--- config.mk ---
export PLATFORM = sky130hd
export DESIGN_NAME = fetch_stage_flat
export DESIGN_NICKNAME = d
export VERILOG_FILES = /design/src/rtl/rv32_pkg.sv /design/src/rtl/fetch_stage_if.sv /design/src/rtl/fetch_halt_fsm.sv /design/src/rtl/fetch_stage.sv /design/src/flat_wrapper.sv
export SDC_FILE = /design/constraint.sdc
export NUM_CORES = 1
export LEC_CHECK = 0
export BUFFER_PORTS_ARGS = -buffer_cell sky130_fd_sc_hd__buf_2
export CAP_MARGIN = 5
export CORE_ASPECT_RATIO = 0.9
export CORE_MARGIN = 2
export CORE_UTILIZATION = 33
export CTS_BUF_LIST = sky130_fd_sc_hd__clkbuf_8
export DETAILED_ROUTE_END_ITERATION = 12
export GPL_ROUTABILITY_DRIVEN = 0
export PLACE_DENSITY = 0.7
export SLEW_MARGIN = 20
export SYNTH_ARGS = -nofsm -noshare
export SYNTH_HDL_FRONTEND = slang
export SYNTH_SLANG_ARGS = --single-unit
--- constraint.sdc ---
create_clock -name clk -period 4.87 [get_ports clk]
set_input_delay 0.487 -clock clk [delete_from_list [all_inputs] [get_ports clk]]
set_output_delay 0.487 -clock clk [all_outputs]
set_load 0.02 [all_outputs]
--- src/rtl/rv32_pkg.sv ---
// rv32_pkg -- definitions shared by the RV32 front-end blocks.
//   XLEN            : architectural register / address width
//   INSTR_NOP       : canonical NOP (addi x0,x0,0) used for F/D bubbles
//   INSTR_EBREAK    : EBREAK encoding that starts the halt drain
//   fetch_state_t   : RUN / DRAIN / DONE states of the fetch halt machine
//   align_pc()      : forces a target address onto a word boundary
package rv32_pkg;

    localparam int XLEN = 32;

    localparam logic [XLEN-1:0] INSTR_NOP    = 32'h0000_0013;
    localparam logic [XLEN-1:0] INSTR_EBREAK = 32'h0010_0073;

    typedef enum logic [1:0] {
        ST_RUN   = 2'd0,
        ST_DRAIN = 2'd1,
        ST_DONE  = 2'd2
    } fetch_state_t;

    function automatic logic [XLEN-1:0] align_pc(input logic [XLEN-1:0] addr);
        return {addr[XLEN-1:2], 2'b00};
    endfunction

endpackage

--- src/rtl/fetch_stage_if.sv ---
// fetch_stage_if -- bus bundle between the fetch stage and its surroundings
// (hazard unit, execute redirect, instruction memory, decode).
//   stall_i        : hold PC and F/D
//   redirect_i     : taken branch/jump from execute
//   redirect_pc_i  : redirect target (low two bits ignored)
//   imem_addr_o    : instruction memory address (current PC)
//   imem_rdata_i   : combinational instruction word at imem_addr_o
//   pc_f_o         : PC of the instruction in F/D
//   instr_f_o      : instruction in F/D
//   valid_f_o      : F/D holds a real instruction (0 = bubble)
//   halt_o         : EBREAK fetched, draining or drained
//   done_o         : drain complete
// Modports: master = fetch stage, slave = environment.
interface fetch_stage_if;
    import rv32_pkg::*;

    logic            stall_i;
    logic            redirect_i;
    logic [XLEN-1:0] redirect_pc_i;
    logic [XLEN-1:0] imem_addr_o;
    logic [XLEN-1:0] imem_rdata_i;
    logic [XLEN-1:0] pc_f_o;
    logic [XLEN-1:0] instr_f_o;
    logic            valid_f_o;
    logic            halt_o;
    logic            done_o;

    modport master (
        input  stall_i, redirect_i, redirect_pc_i, imem_rdata_i,
        output imem_addr_o, pc_f_o, instr_f_o, valid_f_o, halt_o, done_o
    );

    modport slave (
        output stall_i, redirect_i, redirect_pc_i, imem_rdata_i,
        input  imem_addr_o, pc_f_o, instr_f_o, valid_f_o, halt_o, done_o
    );

endinterface

--- src/rtl/fetch_halt_fsm.sv ---
// fetch_halt_fsm -- EBREAK halt sequencer for the fetch stage.
// After an EBREAK is fetched the machine sits in DRAIN for DRAIN_CYCLES
// non-stalled cycles so the younger pipeline stages empty out, then parks
// in DONE until reset. A redirect during DRAIN means the EBREAK was on a
// wrong path, so fetching resumes.
// Optional feature macro: FETCH_HALT_EN. Without it the machine is absent:
// state is constantly RUN and halt_o/done_o are tied low.
// Ports:
//   clk, rst        : clock, asynchronous active-high reset
//   stall_i         : stall from decode
//   redirect_i      : redirect from execute
//   fetch_ebreak_i  : current imem word is EBREAK
//   state_o         : current state (RUN/DRAIN/DONE)
//   halt_o, done_o  : registered status outputs
module fetch_halt_fsm
    import rv32_pkg::*;
#(
    parameter int DRAIN_CYCLES = 5
) (
    input  logic         clk,
    input  logic         rst,
    input  logic         stall_i,
    input  logic         redirect_i,
    input  logic         fetch_ebreak_i,
    output fetch_state_t state_o,
    output logic         halt_o,
    output logic         done_o
);

`ifdef FETCH_HALT_EN
    localparam int CNT_W = (DRAIN_CYCLES < 1) ? 1 : $clog2(DRAIN_CYCLES + 1);
    localparam logic [CNT_W-1:0] CNT_TARGET = CNT_W'(DRAIN_CYCLES);

    fetch_state_t     state_reg;
    logic [CNT_W-1:0] cnt_reg;
    logic [CNT_W-1:0] cnt_next;
    logic             halt_reg;
    logic             done_reg;

    assign cnt_next = cnt_reg + CNT_W'(1);

    always_ff @(posedge clk or posedge rst) begin
        if (rst) begin
            state_reg <= ST_RUN;
            cnt_reg   <= '0;
            halt_reg  <= 1'b0;
            done_reg  <= 1'b0;
        end else begin
            case (state_reg)
                ST_RUN: begin
                    if (!redirect_i && !stall_i && fetch_ebreak_i) begin
                        state_reg <= ST_DRAIN;
                        cnt_reg   <= '0;
                        halt_reg  <= 1'b1;
                    end
                end
                ST_DRAIN: begin
                    if (redirect_i) begin
                        // EBREAK was fetched down a mispredicted path
                        state_reg <= ST_RUN;
                        cnt_reg   <= '0;
                        halt_reg  <= 1'b0;
                    end else if (!stall_i) begin
                        cnt_reg <= cnt_next;
                        // >= keeps a zero-length drain from hanging here
                        if (cnt_next >= CNT_TARGET) begin
                            state_reg <= ST_DONE;
                            done_reg  <= 1'b1;
                        end
                    end
                end
                ST_DONE: begin
                    // terminal: only reset leaves DONE
                end
                default: begin
                    state_reg <= ST_RUN;
                    cnt_reg   <= '0;
                    halt_reg  <= 1'b0;
                    done_reg  <= 1'b0;
                end
            endcase
        end
    end

    assign state_o = state_reg;
    assign halt_o  = halt_reg;
    assign done_o  = done_reg;
`else
    assign state_o = ST_RUN;
    assign halt_o  = 1'b0;
    assign done_o  = 1'b0;

    wire unused_inputs = &{1'b0, clk, rst, stall_i, redirect_i, fetch_ebreak_i};
`endif

endmodule

--- src/rtl/fetch_stage.sv ---
// fetch_stage -- RV32 instruction fetch: PC register, instruction memory
// addressing and the F/D pipeline register, with an optional EBREAK halt
// drain (macro FETCH_HALT_EN; disabled by default, in which case EBREAK is
// fetched like any other instruction).
// Ports:
//   clk  : clock, all state on rising edge
//   rst  : asynchronous active-high reset
//   bus  : fetch_stage_if.master (stall/redirect in, imem bus, F/D out,
//          halt/done status)
// Parameters:
//   RESET_PC     : PC loaded on reset
//   DRAIN_CYCLES : non-stalled cycles from EBREAK fetch to done
module fetch_stage
    import rv32_pkg::*;
#(
    parameter logic [XLEN-1:0] RESET_PC     = 32'h0000_0000,
    parameter int              DRAIN_CYCLES = 5
) (
    input  logic          clk,
    input  logic          rst,
    fetch_stage_if.master bus
);

`ifdef FETCH_HALT_EN
    localparam bit HALT_EN = 1'b1;
`else
    localparam bit HALT_EN = 1'b0;
`endif

    logic [XLEN-1:0] pc_reg;
    logic [XLEN-1:0] pc_f_reg;
    logic [XLEN-1:0] instr_f_reg;
    logic            valid_f_reg;
    fetch_state_t    state;
    logic            halt;
    logic            done;
    logic            is_ebreak;

    assign is_ebreak = (bus.imem_rdata_i == INSTR_EBREAK);

    fetch_halt_fsm #(
        .DRAIN_CYCLES (DRAIN_CYCLES)
    ) u_halt_fsm (
        .clk            (clk),
        .rst            (rst),
        .stall_i        (bus.stall_i),
        .redirect_i     (bus.redirect_i),
        .fetch_ebreak_i (is_ebreak),
        .state_o        (state),
        .halt_o         (halt),
        .done_o         (done)
    );

    // Priority: DONE (ignores everything) > redirect > stall > normal.
    // pc_f_reg is left alone on bubbles; it is only meaningful with valid.
    always_ff @(posedge clk or posedge rst) begin
        if (rst) begin
            pc_reg      <= RESET_PC;
            pc_f_reg    <= RESET_PC;
            instr_f_reg <= INSTR_NOP;
            valid_f_reg <= 1'b0;
        end else if (state == ST_DONE) begin
            instr_f_reg <= INSTR_NOP;
            valid_f_reg <= 1'b0;
        end else if (bus.redirect_i) begin
            pc_reg      <= align_pc(bus.redirect_pc_i);
            instr_f_reg <= INSTR_NOP;
            valid_f_reg <= 1'b0;
        end else if (!bus.stall_i) begin
            if (state == ST_DRAIN) begin
                instr_f_reg <= INSTR_NOP;
                valid_f_reg <= 1'b0;
            end else begin
                pc_f_reg    <= pc_reg;
                instr_f_reg <= bus.imem_rdata_i;
                valid_f_reg <= 1'b1;
                // With halting enabled the PC freezes on the EBREAK itself
                if (!(HALT_EN && is_ebreak)) begin
                    pc_reg <= pc_reg + XLEN'(4);
                end
            end
        end
    end

    assign bus.imem_addr_o = pc_reg;
    assign bus.pc_f_o      = pc_f_reg;
    assign bus.instr_f_o   = instr_f_reg;
    assign bus.valid_f_o   = valid_f_reg;
    assign bus.halt_o      = halt;
    assign bus.done_o      = done;

endmodule

--- src/flat_wrapper.sv ---
// flat-port wrapper written by rule: the top's interface ports become plain ports
module fetch_stage_flat import rv32_pkg::*;
#(
    parameter logic [XLEN-1:0] RESET_PC     = 32'h0000_0000,
    parameter int              DRAIN_CYCLES = 5
)
  (clk, rst, bus_stall_i, bus_redirect_i, bus_redirect_pc_i, bus_imem_rdata_i, bus_imem_addr_o, bus_pc_f_o, bus_instr_f_o, bus_valid_f_o, bus_halt_o, bus_done_o);
  fetch_stage_if bus_i ();
  input  logic clk;
  input  logic rst;
  input wire logic [$bits(bus_i.stall_i)-1:0] bus_stall_i;
  input wire logic [$bits(bus_i.redirect_i)-1:0] bus_redirect_i;
  input wire logic [$bits(bus_i.redirect_pc_i)-1:0] bus_redirect_pc_i;
  input wire logic [$bits(bus_i.imem_rdata_i)-1:0] bus_imem_rdata_i;
  output wire logic [$bits(bus_i.imem_addr_o)-1:0] bus_imem_addr_o;
  output wire logic [$bits(bus_i.pc_f_o)-1:0] bus_pc_f_o;
  output wire logic [$bits(bus_i.instr_f_o)-1:0] bus_instr_f_o;
  output wire logic [$bits(bus_i.valid_f_o)-1:0] bus_valid_f_o;
  output wire logic [$bits(bus_i.halt_o)-1:0] bus_halt_o;
  output wire logic [$bits(bus_i.done_o)-1:0] bus_done_o;
  assign bus_i.stall_i = bus_stall_i;
  assign bus_i.redirect_i = bus_redirect_i;
  assign bus_i.redirect_pc_i = bus_redirect_pc_i;
  assign bus_i.imem_rdata_i = bus_imem_rdata_i;
  assign bus_imem_addr_o = bus_i.imem_addr_o;
  assign bus_pc_f_o = bus_i.pc_f_o;
  assign bus_instr_f_o = bus_i.instr_f_o;
  assign bus_valid_f_o = bus_i.valid_f_o;
  assign bus_halt_o = bus_i.halt_o;
  assign bus_done_o = bus_i.done_o;
  fetch_stage #(.RESET_PC(RESET_PC), .DRAIN_CYCLES(DRAIN_CYCLES)) u_core (.clk(clk), .rst(rst), .bus(bus_i));
endmodule
==> metrics.log <==
[metrics] outcome: finished clean
[metrics] count of buffers from port buffering: 158
[metrics] required time at the worst-slack endpoint: 5.15 ns
[metrics] Final WS setup: 2.48 ns
[metrics] area share of fa/ha/maj cells after synthesis: less than 1%
[metrics] post-cts hold buffer count: 0
[metrics] synth-to-layout area growth: 27.6%
[metrics] category of the worst setup path capture point: register
[metrics] Synthesis Warnings: 0
[metrics] average footprint of a synthesized cell: 11.2 sq um
[metrics] main flop type after synthesis: dfrtp_1
[metrics] clock transition at the registers of the reported paths: 0.09 ns
[metrics] number of unique standard cell types used by synthesis: 38
[metrics] effective utilization at floorplan: roughly 33%
[metrics] global-route wire length before repair: ~17 mm
[metrics] share of the synthesized area in compound gates (AO/OA/AOI/OAI): 6.74%
[metrics] average wire per standard cell: between 15 and 20 um
[metrics] remaining antenna violation count after routing: 0
[metrics] Top Metal Used: met4
[metrics] arrival time reported for the critical path endpoint: 2.67 ns
[metrics] number of top-level design ports: approximately 170
[metrics] shortest period the worst path allows: about 2.4 ns
[metrics] largest driver fanout on the critical path: 16
[metrics] setup repair after global routing missed its margin: false
[metrics] die footprint: approximately 14000 sq um
[metrics] largest net degree at the start of global routing: 51
[metrics] setup slack on the worst flop-to-flop path: approximately 2.5 ns
[metrics] worst vdd ir: approximately 0.0002 V
[metrics] Async S/R FF share, synth: between 90% and 100%
[metrics] H-tree levels: 3
[metrics] proportion of synthesized area in mux cells: between 10% and 20%
[metrics] # diodes: 0
[metrics] Iter 0 DRT Violations: roughly 160
[metrics] pre-CTS worst setup slack: ~2.3 ns
[metrics] Sequential cell area: 2330 sq um
[metrics] post-CTS setup buffer count: 0
[metrics] Relative slew margins: between 30% and 40%
[metrics] Max Slew Vio Count: 0
[metrics] Worst Path Buf+Inv: 0
[metrics] clock tree from TritonCTS: done
[metrics] type of element launching the critical path: register
[metrics] final hold violation count: 0
[metrics] leakage power: between 2 and 3 nW
[metrics] Core Area: around 13000 sq um
[metrics] footprint of the multi-input gates: about 1700 sq um
[metrics] row count: 39
[metrics] post-synthesis simple-gate area fraction: ~15%
[metrics] remaining routing DRC violations: 0
[metrics] fraction of final layout cells with drive strength greater than 1: 40.9%
[metrics] number of vias in the routed layout: about 3500
[metrics] cell area after technology mapping: 4210 sq um
[metrics] slowest library cell on the worst path: or4b_1
[metrics] EDFF count, synth: 0
[metrics] half-perimeter wire length after placement: between 7 and 8 mm
[metrics] Tightest Hold Check Type: input port to asynchronous set/reset pin
[metrics] Syn Inst Count: ~380
[metrics] post-CTS sizing: 0
[metrics] XOR/XNOR share of the synthesized area: between 2 and 2.5%
[metrics] via count of the first global-routing pass: around 3500
[metrics] Die Ht: 111 um
[metrics] total of endpoints with negative setup slack in the final report: 0
[metrics] Worst Path Class, Setup: register to register
[metrics] TNS Setup: 0 ns
[metrics] detailed-routing iteration count for the pre-antenna-repair pass: 5
[metrics] CTS root buffer: clkbuf_8
[metrics] met3 routed wirelength: approximately 650 um
[metrics] fillers: around 1200
[metrics] pin slew with the least headroom to its limit: 0.924 ns
[metrics] setup skew after layout: ~0.017 ns
[metrics] horizontal die dimension: between 100 and 150 um
[metrics] power per cell area: roughly 370 nW/um^2
[metrics] worst skew pair latency: about 0.37 ns
[metrics] antenna violations before repair: 0
[metrics] max-cap check violation count: 0
[metrics] kind of cell with the highest combined delay on the critical path: simple AND/OR/NAND/NOR gates
[metrics] GRT Util Overall: 15.7%
[metrics] number of buffers on the longest clock path: 2
[metrics] delay of the slowest cell on the worst path: 0.71 ns
[metrics] number of sinks on the clock net: 93
[metrics] final period utilization: roughly half
[metrics] overflow left after global routing: 0
[metrics] Detail Route met2 WL: just over 5 mm
[metrics] clock buffers created by TritonCTS: 9
[metrics] portion of the post-synthesis area used by sequential elements: between 50% and 60%
[metrics] Cell Chain, Critical Path: ha_1 -> nor2b_1 -> or4b_1 -> or4_1 -> a31oi_1
[metrics] Final nets: 592
[metrics] highest clock rate: around 420 MHz
[metrics] wire length reported by the detailed router: 10.4 mm
[metrics] Yosys reg bits: between 90 and 100
[metrics] main combinational cell family by area after synthesis: multiplexers
[metrics] routed metal-1 wirelength: ~4.5 mm
[metrics] via density per instance: ~5
Yosys cell counts (all sizes together) (4+ instances only):
cell	instances	area share (%)
dfrtp	90	53
nor2	44	3.9
mux2i	33	7.8
mux2	31	8.3
nand2	27	2.4
or4	18	3.2
nand3	17	2.3
buf	16	2.1
clkbuf	14	1.3
a31oi	13	1.9
o21ai	12	1.4
o31ai	12	2.1
xor2	7	1.5
and3	5	0.74
nand4	5	0.74
inv	4	0.36
o211ai	4	0.71
xnor2	4	0.83
through the flow:
step	cells	hold WS (ns)	cell area [sq um]	util, %	power (W)
finish	692	0.163	5380	42.7	0.00198
global placement	676	0.484	5120	40.6	0.00134
floorplan	381	0.577	4230	-	0.00119
global route	692	0.177	5380	42.7	0.00209
CTS	692	0.161	5380	42.7	0.00201
detailed placement	676	0.492	5120	40.6	0.00135
final timing paths:
kind	start	endpoint	cells past startpoint
max in group asynchronous	rst	u_core.bus.instr_f_o[14]	3
worst min-delay path	rst	u_core.bus.instr_f_o[9]	2
worst max register to register	u_core.bus.imem_addr_o[2]	u_core.bus.imem_addr_o[26]	5
min in group clk	bus_redirect_pc_i[18]	u_core.bus.imem_addr_o[18]	3
worst min register to register	u_core.bus.pc_f_o[11]	u_core.bus.pc_f_o[11]	1
worst max-delay path	u_core.bus.imem_addr_o[2]	u_core.bus.imem_addr_o[26]	5
registers in the layout (all words and copies together), names as in the netlist:
register                count
u_core.bus.pc_f_o          30
u_core.bus.valid_f_o        1
u_core.bus.imem_addr_o     30
u_core.bus.instr_f_o       32
layer usage:
layer / GRT usage (%) / vias to the layer above
met5: 0 / -
met4: 7.27 / 0
met3: 4.53 / 11
met2: 25.8 / 124
met1: 18.9 / 1726
li1: - / 1622
cell families after synthesis:
| group | Yosys count |
|---|---|
| and+or+nand+nor | 127 |
| DFF | 93 |
| AOI/OAI and AO/OA | 44 |
| xor gates and xnor gates | 11 |
| adders and majority gates | 1 |
| muxes | 64 |
| other | 1 |
| buffers and inverters | 35 |
layout make-up:
class | count | share of cell area [%]
clock buffer | 11 | 2.82
timing repair buffer | 161 | 15.1
sequential | 93 | 43.4
multi-input combinational | 253 | 32.5
inverter | 5 | 0.396
tap | 164 | 3.82
clock inverter | 5 | 1.98
placed cells by master (no fill, tap or decap), types with 4 or more instances in the layout:
cell	instances
mux2_2	31
buf_2	158
mux2i_1	33
xnor2_1	4
o31ai_1	12
a31oi_1	13
clkbuf_8	11
o211ai_1	4
nor2_1	43
and3_1	5
nand3_1	15
conb_1	6
xor2_1	7
nand4_1	5
o21ai_0	12
dfrtp_1	90
or4_1	18
nand2_1	27
power breakdown:
part	internal, W	total (W)	switching, W
sequential	0.000858	0.000932	0.0000739
clock	0.000370	0.000643	0.000273
combinational	0.000159	0.000400	0.000242
(Power assumes the default switching activity.)
